File: config.mk
export PLATFORM = sky130hd
export DESIGN_NAME = shift_word_collector_flat
export DESIGN_NICKNAME = d
export VERILOG_FILES = /design/src/rtl/shift_word_collector_pkg.sv /design/src/rtl/shift_word_collector_if.sv /design/src/rtl/shift_word_collector_fifo.sv /design/src/rtl/shift_word_collector.sv /design/src/flat_wrapper.sv
export SDC_FILE = /design/constraint.sdc
export NUM_CORES = 1
export LEC_CHECK = 0
export CAP_MARGIN = 0
export CELL_PAD_IN_SITES_DETAIL_PLACEMENT = 1
export CELL_PAD_IN_SITES_GLOBAL_PLACEMENT = 1
export CORE_ASPECT_RATIO = 2
export CORE_MARGIN = 2
export CORE_UTILIZATION = 31
export CTS_CLUSTER_DIAMETER = 40
export CTS_CLUSTER_SIZE = 16
export DETAILED_ROUTE_END_ITERATION = 12
export PLACE_DENSITY = 0.64
export SYNTH_ARGS = -nofsm -noshare
export SYNTH_HDL_FRONTEND = slang
export SYNTH_SLANG_ARGS = --single-unit
File: constraint.sdc
create_clock -name clk -period 5.2 [get_ports clk]
set_input_delay 1.04 -clock clk [delete_from_list [all_inputs] [get_ports clk]]
set_output_delay 1.04 -clock clk [all_outputs]
set_load 0.01 [all_outputs]
File: src/rtl/shift_word_collector_pkg.sv
// Shared definitions for the shift-register datapath.
// The word width and default FIFO depth are used by the collector here and
// by the upstream shift-register controller. word_entry_t is one buffered
// word: its data bits plus a flag marking a flushed (short) word.
package shift_pkg;
    localparam int WORD_W     = 16;
    localparam int FIFO_DEPTH = 2;

    typedef struct packed {
        logic [WORD_W-1:0] data;
        logic              partial;
    } word_entry_t;
endpackage

File: src/rtl/shift_word_collector_if.sv
// Bus between the serial-stream producer / word consumer and the collector.
//   sin, sin_valid  : qualified serial bit
//   msb_first       : assembly order for the current word
//   flush           : emit the pending partial word
//   word_out, word_partial, word_valid / word_ready : head-of-FIFO handshake
//   bit_count       : bits currently held in the accumulator
//   overflow        : sticky, a completed word was dropped
// slave  = collector side, master = producer/consumer side.
interface shift_word_collector_if #(
    parameter int WIDTH = 16,
    parameter int CW    = $clog2(WIDTH + 1)
);
    logic             sin;
    logic             sin_valid;
    logic             msb_first;
    logic             flush;
    logic [WIDTH-1:0] word_out;
    logic             word_partial;
    logic             word_valid;
    logic             word_ready;
    logic [CW-1:0]    bit_count;
    logic             overflow;

    modport slave (
        input  sin, sin_valid, msb_first, flush, word_ready,
        output word_out, word_partial, word_valid, bit_count, overflow
    );

    modport master (
        output sin, sin_valid, msb_first, flush, word_ready,
        input  word_out, word_partial, word_valid, bit_count, overflow
    );
endinterface

File: src/rtl/shift_word_collector_fifo.sv
// Synchronous FIFO with registered storage and a combinational head read.
//   clk, rst      : clock, asynchronous active-high reset
//   push_i/din_i  : write request and data (ignored while full unless popping)
//   pop_i         : remove head entry (ignored while empty)
//   dout_o        : head entry, reads 0 when empty
//   full_o/empty_o: occupancy flags
// Pointers carry one extra wrap bit so full and empty differ only in the MSB.
module sync_fifo #(
    parameter int WIDTH = 17,
    parameter int DEPTH = 2
) (
    input  logic             clk,
    input  logic             rst,
    input  logic             push_i,
    input  logic             pop_i,
    input  logic [WIDTH-1:0] din_i,
    output logic [WIDTH-1:0] dout_o,
    output logic             full_o,
    output logic             empty_o
);
    localparam int AW = $clog2(DEPTH);

    logic [WIDTH-1:0] mem_q [DEPTH];
    logic [AW:0]      wr_ptr_q, wr_ptr_d;
    logic [AW:0]      rd_ptr_q, rd_ptr_d;
    logic             wr_en, rd_en;

    assign empty_o = (wr_ptr_q == rd_ptr_q);
    assign full_o  = (wr_ptr_q[AW] != rd_ptr_q[AW]) &&
                     (wr_ptr_q[AW-1:0] == rd_ptr_q[AW-1:0]);

    // A pop frees the slot this same edge, so a push into a full FIFO may proceed.
    assign rd_en = pop_i & ~empty_o;
    assign wr_en = push_i & (~full_o | rd_en);

    assign dout_o = empty_o ? '0 : mem_q[rd_ptr_q[AW-1:0]];

    always_comb begin
        wr_ptr_d = wr_ptr_q;
        rd_ptr_d = rd_ptr_q;
        if (wr_en) wr_ptr_d = wr_ptr_q + 1'b1;
        if (rd_en) rd_ptr_d = rd_ptr_q + 1'b1;
    end

    always_ff @(posedge clk or posedge rst) begin
        if (rst) begin
            wr_ptr_q <= '0;
            rd_ptr_q <= '0;
        end else begin
            wr_ptr_q <= wr_ptr_d;
            rd_ptr_q <= rd_ptr_d;
        end
    end

    // Storage needs no reset: it is only observed through dout_o, masked when empty.
    always_ff @(posedge clk) begin
        if (wr_en) mem_q[wr_ptr_q[AW-1:0]] <= din_i;
    end
endmodule

File: src/rtl/shift_word_collector.sv
// Collects a qualified serial bit stream into WIDTH-bit words and buffers
// them in a small FIFO presented on a valid/ready handshake.
//   clk, rst : clock, asynchronous active-high reset
//   bus      : shift_word_collector_if slave (serial input, flush, word
//              handshake, bit_count, sticky overflow)
// A word is pushed on the edge of its last bit (or on a flush) and becomes
// visible on the FIFO head one cycle later.
module shift_word_collector
    import shift_pkg::*;
#(
    parameter int WIDTH = WORD_W,
    parameter int DEPTH = FIFO_DEPTH,
    parameter int CW    = $clog2(WIDTH + 1)
) (
    input  logic                    clk,
    input  logic                    rst,
    shift_word_collector_if.slave   bus
);
    logic [WIDTH-1:0] acc_q, acc_d, acc_sh;
    logic [CW-1:0]    cnt_q, cnt_d, cnt_inc;
    logic             ovf_q, ovf_d;
    logic             complete, push, pop;
    logic             fifo_full, fifo_empty;
    logic [WIDTH:0]   fifo_din, fifo_dout;

    always_comb begin
        acc_sh = acc_q;
        if (bus.sin_valid)
            acc_sh = bus.msb_first ? {acc_q[WIDTH-2:0], bus.sin}
                                   : {bus.sin, acc_q[WIDTH-1:1]};
    end

    // Count includes a same-cycle bit, so flush sees it and completion is exact.
    assign cnt_inc  = cnt_q + CW'(bus.sin_valid);
    assign complete = (cnt_inc == CW'(WIDTH));
    // A completing bit takes precedence; a coincident flush then has nothing left.
    assign push     = complete | (bus.flush & (cnt_inc != '0));
    assign pop      = ~fifo_empty & bus.word_ready;

    // The shifted accumulator already holds the flushed layout: MSB-first
    // leaves n bits in [n-1:0], LSB-first leaves the first bit at WIDTH-n.
    assign fifo_din = {~complete, acc_sh};

    always_comb begin
        acc_d = push ? '0 : acc_sh;
        cnt_d = push ? '0 : cnt_inc;
        ovf_d = ovf_q | (push & fifo_full & ~pop);
    end

    always_ff @(posedge clk or posedge rst) begin
        if (rst) begin
            acc_q <= '0;
            cnt_q <= '0;
            ovf_q <= 1'b0;
        end else begin
            acc_q <= acc_d;
            cnt_q <= cnt_d;
            ovf_q <= ovf_d;
        end
    end

    sync_fifo #(
        .WIDTH (WIDTH + 1),
        .DEPTH (DEPTH)
    ) u_fifo (
        .clk     (clk),
        .rst     (rst),
        .push_i  (push),
        .pop_i   (pop),
        .din_i   (fifo_din),
        .dout_o  (fifo_dout),
        .full_o  (fifo_full),
        .empty_o (fifo_empty)
    );

    assign bus.word_out     = fifo_dout[WIDTH-1:0];
    assign bus.word_partial = fifo_dout[WIDTH];
    assign bus.word_valid   = ~fifo_empty;
    assign bus.bit_count    = cnt_q;
    assign bus.overflow     = ovf_q;
endmodule

File: src/flat_wrapper.sv
// flat-port wrapper written by rule: the top's interface ports become plain ports
module shift_word_collector_flat import shift_pkg::*;
#(
    parameter int WIDTH = WORD_W,
    parameter int DEPTH = FIFO_DEPTH,
    parameter int CW    = $clog2(WIDTH + 1)
)
  (clk, rst, bus_sin, bus_sin_valid, bus_msb_first, bus_flush, bus_word_ready, bus_word_out, bus_word_partial, bus_word_valid, bus_bit_count, bus_overflow);
  shift_word_collector_if #(.WIDTH(WIDTH), .CW(CW)) bus_i ();
  input  logic clk;
  input  logic rst;
  input wire logic [$bits(bus_i.sin)-1:0] bus_sin;
  input wire logic [$bits(bus_i.sin_valid)-1:0] bus_sin_valid;
  input wire logic [$bits(bus_i.msb_first)-1:0] bus_msb_first;
  input wire logic [$bits(bus_i.flush)-1:0] bus_flush;
  input wire logic [$bits(bus_i.word_ready)-1:0] bus_word_ready;
  output wire logic [$bits(bus_i.word_out)-1:0] bus_word_out;
  output wire logic [$bits(bus_i.word_partial)-1:0] bus_word_partial;
  output wire logic [$bits(bus_i.word_valid)-1:0] bus_word_valid;
  output wire logic [$bits(bus_i.bit_count)-1:0] bus_bit_count;
  output wire logic [$bits(bus_i.overflow)-1:0] bus_overflow;
  assign bus_i.sin = bus_sin;
  assign bus_i.sin_valid = bus_sin_valid;
  assign bus_i.msb_first = bus_msb_first;
  assign bus_i.flush = bus_flush;
  assign bus_i.word_ready = bus_word_ready;
  assign bus_word_out = bus_i.word_out;
  assign bus_word_partial = bus_i.word_partial;
  assign bus_word_valid = bus_i.word_valid;
  assign bus_bit_count = bus_i.bit_count;
  assign bus_overflow = bus_i.overflow;
  shift_word_collector #(.WIDTH(WIDTH), .DEPTH(DEPTH), .CW(CW)) u_core (.clk(clk), .rst(rst), .bus(bus_i));
endmodule
Word-level counts from Yosys, hierarchy flattened
Memory sizes are Yosys's and may differ from the RTL's.
Cells that the tools add are included.
{"block": "op_classes", "eq_ne": 4, "n_mux": 7, "reduce_logical": 2, "bitwise_logic": 13, "add_sub_neg": 3}
{"cell": "$mux 16", "n": 3}
{"cell": "$mux 17", "n": 1}
{"cell": "$and 1x1->1", "n": 6}
{"cell": "$add 5x1->5", "n": 1}
{"cell": "$eq 5x5->1 const B", "n": 1}
{"cell": "$mux 5", "n": 1}
{"cell": "$reduce_bool 5->1", "n": 1}
{"cell": "$add 2x1->2 const B", "n": 2}
{"cell": "$not 1->1", "n": 4}
{"cell": "$or 1x1->1", "n": 3}
{"cell": "$eq 2x2->1", "n": 1}
{"cell": "$mux 1", "n": 2}
{"cell": "$eq 1x1->1", "n": 1}
{"cell": "$logic_and 1x1->1", "n": 1}
{"cell": "$ne 1x1->1", "n": 1}
{"block": "word_totals", "ramBits": 34, "input_bits": 7, "n_memories": 1, "register_bits": 26}
{"memory": "u_core.u_fifo.mem_q", "words": 2, "width": 17, "rd": 1, "rd_clocked_by_memory_dff": 0, "wr": 1, "line": "shift_word_collector_fifo.sv:23", "rtl": "logic [WIDTH-1:0] mem_q [DEPTH];"}

Logic depth before layout (Yosys ltp)
Gate-level depths: netlist (run 1).
{"block": "logic_depth", "word_depth": 8, "ltp_mapped": 8, "depth_no_buf": 7}

Modules after synthesis
From an unflattened synthesis (run 1), not the netlist that was laid out.
{"block": "hier_totals", "cells_unflattened": 221, "area_unflattened_um2": 2847.7}
{"module": "sync_fifo", "cells_per_inst": 101, "n_inst": 1, "area_per_inst_um2": 1542.7}
{"module": "shift_word_collector", "cells_per_inst": 120, "n_inst": 1, "area_per_inst_um2": 1305.0}

Least setup slack after synthesis (run 1)
Ideal clock, no wire load.
{"block": "synth_timing", "kind": "input -> register", "from": "input port bus_sin_valid", "to": "memory u_core.u_fifo.mem_q[0][0] (enable)", "setup_slack_ps": 2191, "arrival_time_ps": 2635, "cell_stages": 7, "cell_sequence": "ha_1 -> ha_1 -> nor3_2 -> nand3_2 -> buf_6 -> a21oi_2 -> and2b_1"}
{"block": "synth_between", "elab_chain_cells": 7, "word_cells_on_any_way": 8, "classes_between": "add/sub: 1; eq/ne: 1; mux: 2; bitwise: 3; reduce/logical: 1"}
{"item": "start: declaration", "line": "flat_wrapper.sv:13", "rtl": "input wire logic [$bits(bus_i.sin_valid)-1:0] bus_sin_valid;"}
{"item": "$add 5x1->5 (*)", "line": "shift_word_collector.sv:34", "rtl": "assign cnt_inc = cnt_q + CW'(bus.sin_valid);"}
{"item": "$reduce_bool 5->1", "line": "shift_word_collector.sv:37", "rtl": "assign push = complete | (bus.flush & (cnt_inc != '0));"}
{"item": "$and 1x1->1", "line": "shift_word_collector.sv:37"}
{"item": "$or 1x1->1 (*)", "line": "shift_word_collector.sv:37"}
{"item": "$and 1x1->1 (*)", "line": "shift_word_collector_fifo.sv:34", "rtl": "assign wr_en = push_i & (~full_o | rd_en);"}
{"item": "$mux 1 (*)", "line": "shift_word_collector_fifo.sv:57", "rtl": "if (wr_en) mem_q[wr_ptr_q[AW-1:0]] <= din_i;"}
{"item": "$mux 1 (not written as such) (*)", "line": "shift_word_collector_fifo.sv:57"}
{"item": "end: declaration", "line": "shift_word_collector_fifo.sv:23"}
Every way passes the cells marked *; elsewhere a longest branch is shown, timed or not.

Worst setup path after layout (run 1)
{"block": "layout_timing", "from": "input port bus_sin_valid", "to": "memory u_core.u_fifo.mem_q[0][16] (enable)"}
Same word-level chain as after synthesis.

==> out/metrics.yaml, run 1 <==
status:
  outcome: "finished clean"
global_routing:
  wire_length_of_the_first_global_routing_pass_microns: 8990
  grt_max_degree: 34
  grt_remaining_overflow: 0
  first_global_vias: 1770
  gr-usage-all-layers_pct: 12.89
  antenna_violations_before_repair: 0
hold_path:
  min-delay-start: "u_core.bus.overflow"
  min_delay_endpoint: "u_core.bus.overflow"
  hold_path_depth: 1
  min_path_type: "flip-flop to flip-flop"
power_and_ir_drop:
  p_int_mw: 1.373
  pwr_density_cell_nw_per_um2: 589.2
  p_sw_mw: 0.5919
  ir_drop_uv: 169.4
  p_clk_share_pct: 30.8
  p_seq_share_pct: 33.8
  cellLeakagePower_nw: 1.397
  power.share.switching_pct: 30.13
  combPwrFrac_pct: 35.4
logic_synthesis:
  post_synthesis_cells: 206
  netlist_top_cells_area: "sky130_fd_sc_hd__edfxtp_1 (39%), sky130_fd_sc_hd__dfrtp_1 (25%), sky130_fd_sc_hd__mux2i_1 (12%)"
  synth_cell_types: 30
  synth-seq-cells: 60
  synthesis.nets: 215
  seq_area_frac_synth_pct: 63.11
  yosysTopAreaCell: "sky130_fd_sc_hd__edfxtp_1"
  synth.cell_area_sq_um: 2649
  syn-mean-instance-area_sq_um: 12.86
  yosysTopAreaCellShare_pct: 38.55
  yosysWarningCount: 0
setup_path:
  endpoint_class_of_the_critical_path: "flip-flop"
  crit_reg_reg_startpoint: "u_core.bus.bit_count[0]"
  worstSetupPathType: "input pin to flip-flop"
  critical_r2r_capture: "u_core.u_fifo.mem_q[0][16]"
  reg2reg_slack_ns: 2.29
  r2r_cells: 7
  worstPathMaxFanout: 33
  startpoint_type: "input pin"
  cp.arrival_ns: 3.89
  worst-endpoint-required_ns: 5.16
clocking:
  cts-htree-levels: 3
  cts.reportedPaths.clkPinSlew_ns: 0.05
  max-clock-path-buffers: 2
  post_cts_hold_buffer_count: 0
  tritoncts.num_buffers: 9
  cts_tree: "done"
  worstSkewPairLatency_ns: 0.33
  post_cts_buffers: 0
  clock_tree.root_cell: "sky130_fd_sc_hd__clkbuf_16"
  cts.sinks: 60
  postCtsResizedCells: 0
finish:
  proportion_of_layout_cells_with_a_drive_suffix_above_1_pct: 9.917
  synthToLayoutAreaGrowth_pct: 25.89
  final_cell_mix: "sky130_fd_sc_hd__nor2_1 (34), sky130_fd_sc_hd__edfxtp_1 (34), sky130_fd_sc_hd__mux2i_1 (33), sky130_fd_sc_hd__clkdlybuf4s50_1 (30), sky130_fd_sc_hd__dfrtp_1 (26)"
  nNetsFinal: 246
  final_antenna_diode_count: 0
placed_design:
  place_hpwl_microns: 3808
  routabilityCongestion: 0.6987
  place.port_buffers: 30
floorplan:
  die_width_microns: 69.36
  die-area_sq_um: 9345
  placement_rows: 47
  initial_core_util_pct: 31.95
  placeableCoreArea_sq_um: 8292
  number_of_top_level_pins: 31
  die_height_microns: 134.7
timing:
  rsz0062_at_grt: "false"
  final-hold-violation-count: 0
  relSlewSlack_pct: 31.00
  final-setup-viol-count: 0
  slew_violations: 0
  min_period_ns: 3.929
  max_clock_freq_mhz: 254.5
  max_slew.worst_pin.slew_ns: 1.034
  timing.hold.ws_ns: 0.4522
  final_clock_period_utilization_by_the_worst_path_pct: 75.56
  final.setup.tns_ns: 0
  fin_skew_ns: 0.004176
routing:
  drt_first_pass_iters: 4
  wl_per_cell_microns: 16.01
  via_count: 1640
  drt_drc_violations_left: 0
  route.final.wire_length_microns: 5445
  dr.first_iter.drc_count: 33
  detail_route.vias_per_cell: 4.824
  postRouteAntennaNets: 0
run:
  max_cap_viol_count: 0
how the worst max path moves through the flow:
stage	start	end	slack [ns]	cells after the start
after floorplan	bus_sin_valid	u_core.u_fifo.mem_q[0][0]	2.19	7
after global placement	bus_sin_valid	u_core.u_fifo.mem_q[0][11]	1.01	8
after detailed placement	bus_sin_valid	u_core.u_fifo.mem_q[0][11]	0.90	8
after CTS	bus_sin_valid	u_core.u_fifo.mem_q[0][14]	1.21	8
after global routing	bus_sin_valid	u_core.u_fifo.mem_q[0][0]	1.0	9
final	bus_sin_valid	u_core.u_fifo.mem_q[0][16]	1.27	8
state kept, by name, summed over array words and instances (netlist names):
register / count
u_core.bus.overflow: 1
u_core.u_fifo.mem_q: 34
u_core.u_fifo.wr_ptr_q: 2
u_core.bus.bit_count: 5
u_core.u_fifo.rd_ptr_q: 2
u_core.acc_q: 16
through the flow:
stage | instances | setup slack (ns) | utilization [%] | area [sq um] | power, mW
after floorplan | 206 | 2.191 | - | 2649 | 1.058
after global placement | 324 | 1.012 | 36.44 | 3022 | 1.371
after detailed placement | 324 | 0.8965 | 36.44 | 3022 | 1.385
after CTS | 340 | 1.208 | 40.21 | 3334 | 1.999
after global routing | 340 | 0.9982 | 40.21 | 3334 | 2.075
final | 340 | 1.271 | 40.21 | 3334 | 1.965
power by group through the flow:
stage	Combinational (mW)	Clock, mW	Sequential (mW)
after detailed placement	0.711	0	0.674
final	0.696	0.605	0.664
after floorplan	0.399	0	0.659
after global placement	0.700	0	0.672
after global routing	0.763	0.636	0.676
after CTS	0.715	0.618	0.666
cells by family after synthesis:
family          count (synthesis)  synth area share (%)
simple gates                   65                 12.09
flops                          60                 63.11
mux                            33                 12.47
compound gates                 22                 5.244
buf+inv                        15                 2.881
xor+xnor                        9                 3.259
fa+ha+maj                       2                0.9446
Yosys cell counts:
library cell               count
sky130_fd_sc_hd__a21bo_4       1
sky130_fd_sc_hd__a21oi_4       1
sky130_fd_sc_hd__inv_2         1
sky130_fd_sc_hd__and2b_1       1
sky130_fd_sc_hd__mux2i_1      33
sky130_fd_sc_hd__nor2b_1       3
sky130_fd_sc_hd__ha_1          2
sky130_fd_sc_hd__clkbuf_1      3
sky130_fd_sc_hd__buf_6         1
sky130_fd_sc_hd__nand3_2       1
sky130_fd_sc_hd__nand2_1       2
sky130_fd_sc_hd__xor2_2        1
sky130_fd_sc_hd__xor2_1        4
sky130_fd_sc_hd__buf_2         7
sky130_fd_sc_hd__nand3_1       3
sky130_fd_sc_hd__nand2b_1      2
sky130_fd_sc_hd__dfrtp_1      26
sky130_fd_sc_hd__nor3_1        1
sky130_fd_sc_hd__buf_4         1
sky130_fd_sc_hd__and3_1       16
sky130_fd_sc_hd__a21oi_2       1
sky130_fd_sc_hd__edfxtp_1     34
sky130_fd_sc_hd__and2_1        1
sky130_fd_sc_hd__nor2_1       34
sky130_fd_sc_hd__a21o_1        1
sky130_fd_sc_hd__nor3_2        1
sky130_fd_sc_hd__inv_1         2
sky130_fd_sc_hd__a21oi_1      17
sky130_fd_sc_hd__o21ai_0       1
sky130_fd_sc_hd__xnor2_1       4
layer usage:
metal  global-route usage, %  vias up  routed length (microns)
li1                        -      788                        -
met1                   13.90      816                     2143
met4                   7.843        0                      162
met3                   3.358       10                      163
met2                   22.33       26                     2975
met5                       0        -                        0
final cells by class:
type                    instances  area (sq um)
flip-flops and latches         60          1672
well taps                      98         122.6
clock inverters                 4         46.29
multi-input cells             131         900.9
clock buffers                  12         266.5
repair buffers                 32         315.3
fillers                       894          4957
inverters                       3         11.26
worst max-delay path: stages:
cell and delay [ns]:
sky130_fd_sc_hd__clkdlybuf4s50_1 0.45, sky130_fd_sc_hd__buf_4 0.30, sky130_fd_sc_hd__ha_1 0.24, sky130_fd_sc_hd__ha_1 0.25, sky130_fd_sc_hd__nor3_2 0.33, sky130_fd_sc_hd__nand3_2 0.40
sky130_fd_sc_hd__a21oi_2 0.27, sky130_fd_sc_hd__and2b_1 0.60
No activity file was read; power rests on OpenSTA's default activity.
==> run 2: changes to the inputs <==
==> constraint.sdc (replaced) <==
create_clock -name clk -period 3.89 [get_ports clk]
set_input_delay 0.778 -clock clk [delete_from_list [all_inputs] [get_ports clk]]
set_output_delay 0.778 -clock clk [all_outputs]
set_load 0.01 [all_outputs]
==> run 2 against run 1 <==
Compared with the run above:
- via count shrank 0.61%
- routed wire length decreased by 6.4%
- final cell count grew 0.59%
- clock power is 26% higher
- sequential power increased by 33%
- setup slack lost 0.49 ns
- final area hardly changed
- first-iteration DRC count down 33%
- largest power group unchanged
==> out/metrics.yaml, run 2 (synthesis gave the netlist of run 1 again) <==
setup_path:
  reg2reg_slack_ns: 1.26
  worst-endpoint-required_ns: 3.85
  worstSetupPathType: "input pin to flip-flop"
  timing.critical_path.slowest_cell_delay_ns: 0.62
  worst_setup_path_startpoint: "bus_sin_valid"
  endpoint_class_of_the_critical_path: "flip-flop"
  worstPathCellList: "clkdlybuf4s50_1 > ha_1 > ha_1 > xor2_1 > nor3_2 > nand3_2 > a21oi_4"
  r2r_cells: 6
  worstPathMaxFanout: 21
  crit_reg_reg_startpoint: "u_core.bus.bit_count[0]"
  critPathMostFrequentCell: "sky130_fd_sc_hd__ha_1"
  critical_path_buf_inv_count: 1
  critical_r2r_capture: "u_core.u_fifo.mem_q[1][8]"
  cp.arrival_ns: 3.07
  cp_slowest_cell: "sky130_fd_sc_hd__a21oi_4"
  crit_family: "simple AND/OR/NAND/NOR gates"
  startpoint_type: "input pin"
finish:
  fillerInstances: 871
  multi_input_comb_area_sq_um: 900.9
  final_antenna_diode_count: 0
  largest_register_ffs: 34
  final_cell_mix: "sky130_fd_sc_hd__nor2_1 (34), sky130_fd_sc_hd__edfxtp_1 (34), sky130_fd_sc_hd__mux2i_1 (33), sky130_fd_sc_hd__clkdlybuf4s50_1 (30), sky130_fd_sc_hd__dfrtp_1 (26)"
  layout.area.seq_sq_um: 1672
  utilization_pct: 40.18
  proportion_of_layout_cells_with_a_drive_suffix_above_1_pct: 10.66
  synthToLayoutAreaGrowth_pct: 25.79
  nNetsFinal: 248
clocking:
  clock_tree.root_cell: "sky130_fd_sc_hd__clkbuf_16"
  worstSkewPairLatency_ns: 0.33
  postCtsResizedCells: 0
  post_cts_buffers: 0
  cts.sinks: 60
  cts.reportedPaths.clkPinSlew_ns: 0.05
  max-clock-path-buffers: 2
  post_cts_hold_buffer_count: 0
  cts_tree: "done"
  tritoncts.num_buffers: 9
  cts-htree-levels: 3
timing:
  timing.hold.ws_ns: 0.4652
  relSlewSlack_pct: 31.54
  final_clock_period_utilization_by_the_worst_path_pct: 80.03
  rsz0062_at_grt: "false"
  min_period_ns: 3.113
  final-setup-viol-count: 0
  final-hold-violation-count: 0
  final.setup.tns_ns: 0
  slew_violations: 0
  max_clock_freq_mhz: 321.2
  fin_skew_ns: 0.007746
  max_slew.worst_pin.slew_ns: 1.026
hold_path:
  min_path_type: "flip-flop to flip-flop"
  min_delay_endpoint: "u_core.bus.overflow"
  hold_path_depth: 1
  min-delay-start: "u_core.bus.overflow"
floorplan:
  initial_core_util_pct: 31.95
  number_of_top_level_pins: 31
  die_height_microns: 134.7
  die_width_microns: 69.36
  die-area_sq_um: 9345
  placement_rows: 47
  placeableCoreArea_sq_um: 8292
global_routing:
  grt_remaining_overflow: 0
  wire_length_of_the_first_global_routing_pass_microns: 8369
  antenna_violations_before_repair: 0
  first_global_vias: 1780
  grt_max_degree: 33
  gr-usage-all-layers_pct: 11.92
routing:
  drt_first_pass_iters: 4
  via_count: 1630
  dr.first_iter.drc_count: 22
  wl_per_cell_microns: 14.89
  postRouteAntennaNets: 0
  drt_drc_violations_left: 0
  route.final.wire_length_microns: 5094
  detail_route.vias_per_cell: 4.766
run:
  max_cap_viol_count: 0
status:
  outcome: "finished clean"
power_and_ir_drop:
  ir_drop_uv: 315.4
  pwr_density_cell_nw_per_um2: 773.3
  cellLeakagePower_nw: 1.400
placed_design:
  place.port_buffers: 30
  place_hpwl_microns: 3678
  routabilityCongestion: 0.6893
## run 2: cell count changes in the layout (fill, tap and decap cells not counted), sizes merged
cell	previous run	this run
clkbuf	12	11
clkinv	2	3
buf	2	4
## run 2: per-layer routing
metal	up-vias	wire, microns	global-route usage, %
li1	794	-	-
met1	796	1934	11.46
met2	30	2854	21.74
met3	10	168	3.731
met4	0	138	7.190
met5	-	0	0
## run 2: power by group
part / internal [mW] / switching, mW / leakage [nW] / total, mW
combinational: 0.473 / 0.457 / 0.616 / 0.929
clock: 0.508 / 0.256 / 0.145 / 0.764
sequential: 0.822 / 0.0615 / 0.638 / 0.884
## run 2: worst reg2reg max path: cells and delay by family, from the launching register on
family	cells	cell delay, ns
xor+xnor	1	0.16
simple gates	2	0.64
compound gates	1	0.62
flops	1	0.39
fa+ha+maj	2	0.43
## run 2: layout make-up
class	count	area share, %
flip-flops and latches	60	50.17
multi-input cells	131	27.04
repair buffers	34	9.914
clock buffers	11	7.285
well taps	98	3.680
clock inverters	5	1.577
inverters	3	0.3380
## run 2: worst max path at each step
stage,to,depth (start not counted)
after global routing,u_core.u_fifo.mem_q[1][8],7
final,u_core.u_fifo.mem_q[1][8],7
after CTS,u_core.u_fifo.mem_q[1][8],7
after floorplan,u_core.u_fifo.mem_q[0][0],7
after detailed placement,u_core.u_fifo.mem_q[1][12],7
after global placement,u_core.u_fifo.mem_q[1][11],7
## run 2: metrics by stage
step                total power [mW]  instances  setup WS, ns  instance area (sq um)
floorplan                      1.415        206         1.143                   2649
global placement               1.827        326        0.5250                   3037
detailed placement             1.849        326        0.3749                   3037
CTS                            2.625        342        0.7121                   3332
global route                   2.722        342        0.6020                   3332
finish                         2.577        342        0.7768                   3332
==> run 3: changes to the inputs <==
--- a/config.mk
+++ b/config.mk
@@ -14,7 +14,7 @@
 export CTS_CLUSTER_DIAMETER = 40
 export CTS_CLUSTER_SIZE = 16
 export DETAILED_ROUTE_END_ITERATION = 12
-export PLACE_DENSITY = 0.64
+export PLACE_DENSITY = 0.66
 export SYNTH_ARGS = -nofsm -noshare
 export SYNTH_HDL_FRONTEND = slang
 export SYNTH_SLANG_ARGS = --single-unit
==> constraint.sdc (replaced) <==
create_clock -name clk -period 2.8 [get_ports clk]
set_input_delay 0.56 -clock clk [delete_from_list [all_inputs] [get_ports clk]]
set_output_delay 0.56 -clock clk [all_outputs]
set_load 0.01 [all_outputs]
==> run 3 against run 2 <==
Compared with the run above:
- routed wire length up 2.9%
- clock-buffer cell count up 2
- worst hold slack better by 0.0042 ns
- final cell count up 1.5%
- clock power up 47%
- power up 43%
- critical path type is now flip-flop to primary output
==> out/metrics.yaml, run 3 (synthesis gave the netlist of run 1 again) <==
clocking:
  cts.sinks: 60
  max-clock-path-buffers: 2
  cts_tree: "done"
  worstSkewPairLatency_ns: 0.33
  clock_tree.root_cell: "sky130_fd_sc_hd__clkbuf_16"
  tritoncts.num_buffers: 9
  post_cts_hold_buffer_count: 0
  cts.reportedPaths.clkPinSlew_ns: 0.05
  cts-htree-levels: 3
  post_cts_buffers: 0
status:
  outcome: "finished clean"
setup_path:
  crit_reg_reg_startpoint: "u_core.bus.bit_count[0]"
  startpoint_type: "flip-flop"
  cp.arrival_ns: 2.00
  endpoint_class_of_the_critical_path: "primary output"
  reg2reg_slack_ns: 0.54
  critical_r2r_capture: "u_core.u_fifo.mem_q[1][11]"
  r2r_cells: 8
  worstPathMaxFanout: 18
  worstSetupPathType: "flip-flop to primary output"
  worst-endpoint-required_ns: 2.24
  worst_setup_path_startpoint: "u_core.u_fifo.wr_ptr_q[0]"
timing:
  max_slew.worst_pin.slew_ns: 0.3665
  min_period_ns: 2.559
  relSlewSlack_pct: 75.31
  fin_skew_ns: 0.008933
  rsz0062_at_grt: "false"
  final-setup-viol-count: 0
  final_clock_period_utilization_by_the_worst_path_pct: 91.39
  timing.hold.ws_ns: 0.4694
  slew_violations: 0
  final-hold-violation-count: 0
  max_clock_freq_mhz: 390.8
floorplan:
  placement_rows: 47
  die_height_microns: 134.7
  placeableCoreArea_sq_um: 8292
  die-area_sq_um: 9345
  die_width_microns: 69.36
  initial_core_util_pct: 31.95
  number_of_top_level_pins: 31
power_and_ir_drop:
  ir_drop_uv: 366.7
  cellLeakagePower_nw: 1.441
  pwr_density_cell_nw_per_um2: 1080
  totalPowerFinal_mw: 3.686
global_routing:
  grt_max_degree: 33
  wire_length_of_the_first_global_routing_pass_microns: 8514
  antenna_violations_before_repair: 0
  gr-usage-all-layers_pct: 12.27
  first_global_vias: 1712
  grt_remaining_overflow: 0
routing:
  drt_drc_violations_left: 0
  detail_route.vias_per_cell: 4.896
  wl_per_cell_microns: 15.11
  drt_first_pass_iters: 4
  postRouteAntennaNets: 0
  dr.first_iter.drc_count: 28
  route.final.wire_length_microns: 5243
  via_count: 1699
run:
  max_cap_viol_count: 0
placed_design:
  place_hpwl_microns: 3892
  routabilityCongestion: 0.7589
  place.port_buffers: 30
finish:
  final_cell_mix: "sky130_fd_sc_hd__nor2_1 (34), sky130_fd_sc_hd__edfxtp_1 (34), sky130_fd_sc_hd__mux2i_1 (33), sky130_fd_sc_hd__clkdlybuf4s50_1 (30), sky130_fd_sc_hd__dfrtp_1 (26)"
  largest_register_ffs: 34
  final_antenna_diode_count: 0
  proportion_of_layout_cells_with_a_drive_suffix_above_1_pct: 12.85
  fillerInstances: 874
  synthToLayoutAreaGrowth_pct: 28.91
  nNetsFinal: 253
hold_path:
  min_path_type: "flip-flop to flip-flop"
  min-delay-start: "u_core.bus.overflow"
  hold_path_depth: 1
  min_delay_endpoint: "u_core.bus.overflow"
==> run 3: cell count changes in the layout (fill, tap and decap cells not counted), moves of 2 or more <==
cell                       change
sky130_fd_sc_hd__buf_12        +2
sky130_fd_sc_hd__buf_4         +3
sky130_fd_sc_hd__clkbuf_8      +2
sky130_fd_sc_hd__clkinv_2      -2
==> run 3: worst max path at each step <==
stage	cells after the start	end
final	5	bus_word_out[0]
after global routing	5	bus_word_out[5]
after CTS	5	bus_word_out[0]
after detailed placement	8	u_core.u_fifo.mem_q[1][9]
after global placement	9	u_core.u_fifo.mem_q[1][9]
after floorplan	7	u_core.u_fifo.mem_q[0][0]
==> run 3: area by class of cell <==
cell class                 count  area (sq um)  share of cell area [%]
multi-input combinational    131         902.1                   26.42
tap                           98         122.6                   3.591
timing repair buffer          39         392.9                   11.51
clock buffer                  13         270.3                   7.915
clock inverter                 3         43.79                   1.283
inverter                       3         11.26                  0.3298
sequential                    60          1672                   48.96
==> run 3: routing by layer <==
| layer | share of wire [%] | track usage (%) |
|---|---|---|
| met5 | 0 | 0 |
| met4 | 3.2 | 9.804 |
| met3 | 3.1 | 2.164 |
| met2 | 56 | 22.81 |
| met1 | 38 | 11.44 |
==> run 3: where the power goes <==
| part | leakage, nW | switching, mW | internal, mW |
|---|---|---|---|
| clock network | 0.156 | 0.363 | 0.759 |
| logic | 0.647 | 0.645 | 0.690 |
| registers | 0.638 | 0.0876 | 1.14 |
==> run 3: critical path, cell delays in order, from the launching register on <==
cell	delay [ns]
sky130_fd_sc_hd__dfrtp_1	0.41
sky130_fd_sc_hd__xor2_1	0.20
sky130_fd_sc_hd__inv_1	0.05
sky130_fd_sc_hd__and2_2	0.31
sky130_fd_sc_hd__nor2_1	0.15
sky130_fd_sc_hd__clkdlybuf4s50_1	0.55
==> run 3: repair_timing <==
| action | 4_1_cts | 5_1_grt |
|---|---|---|
| setup endpoints to repair | 12 | 0 |
| resized for setup | 1 | 0 |
| hold endpoints to repair | 0 | 0 |
==> run 3: per-stage QoR <==
stage / util [%] / setup WS, ns / setup TNS (ns) / instances / area [sq um]
detailed placement: 37.38 / -0.03767 / -1.140 / 331 / 3099
global route: 41.18 / 0.08257 / 0 / 347 / 3415
floorplan: - / 0.2713 / 0 / 206 / 2649
global placement: 37.38 / 0.05426 / 0 / 331 / 3099
finish: 41.18 / 0.2411 / 0 / 347 / 3415
CTS: 41.18 / 0.1985 / 0 / 347 / 3415
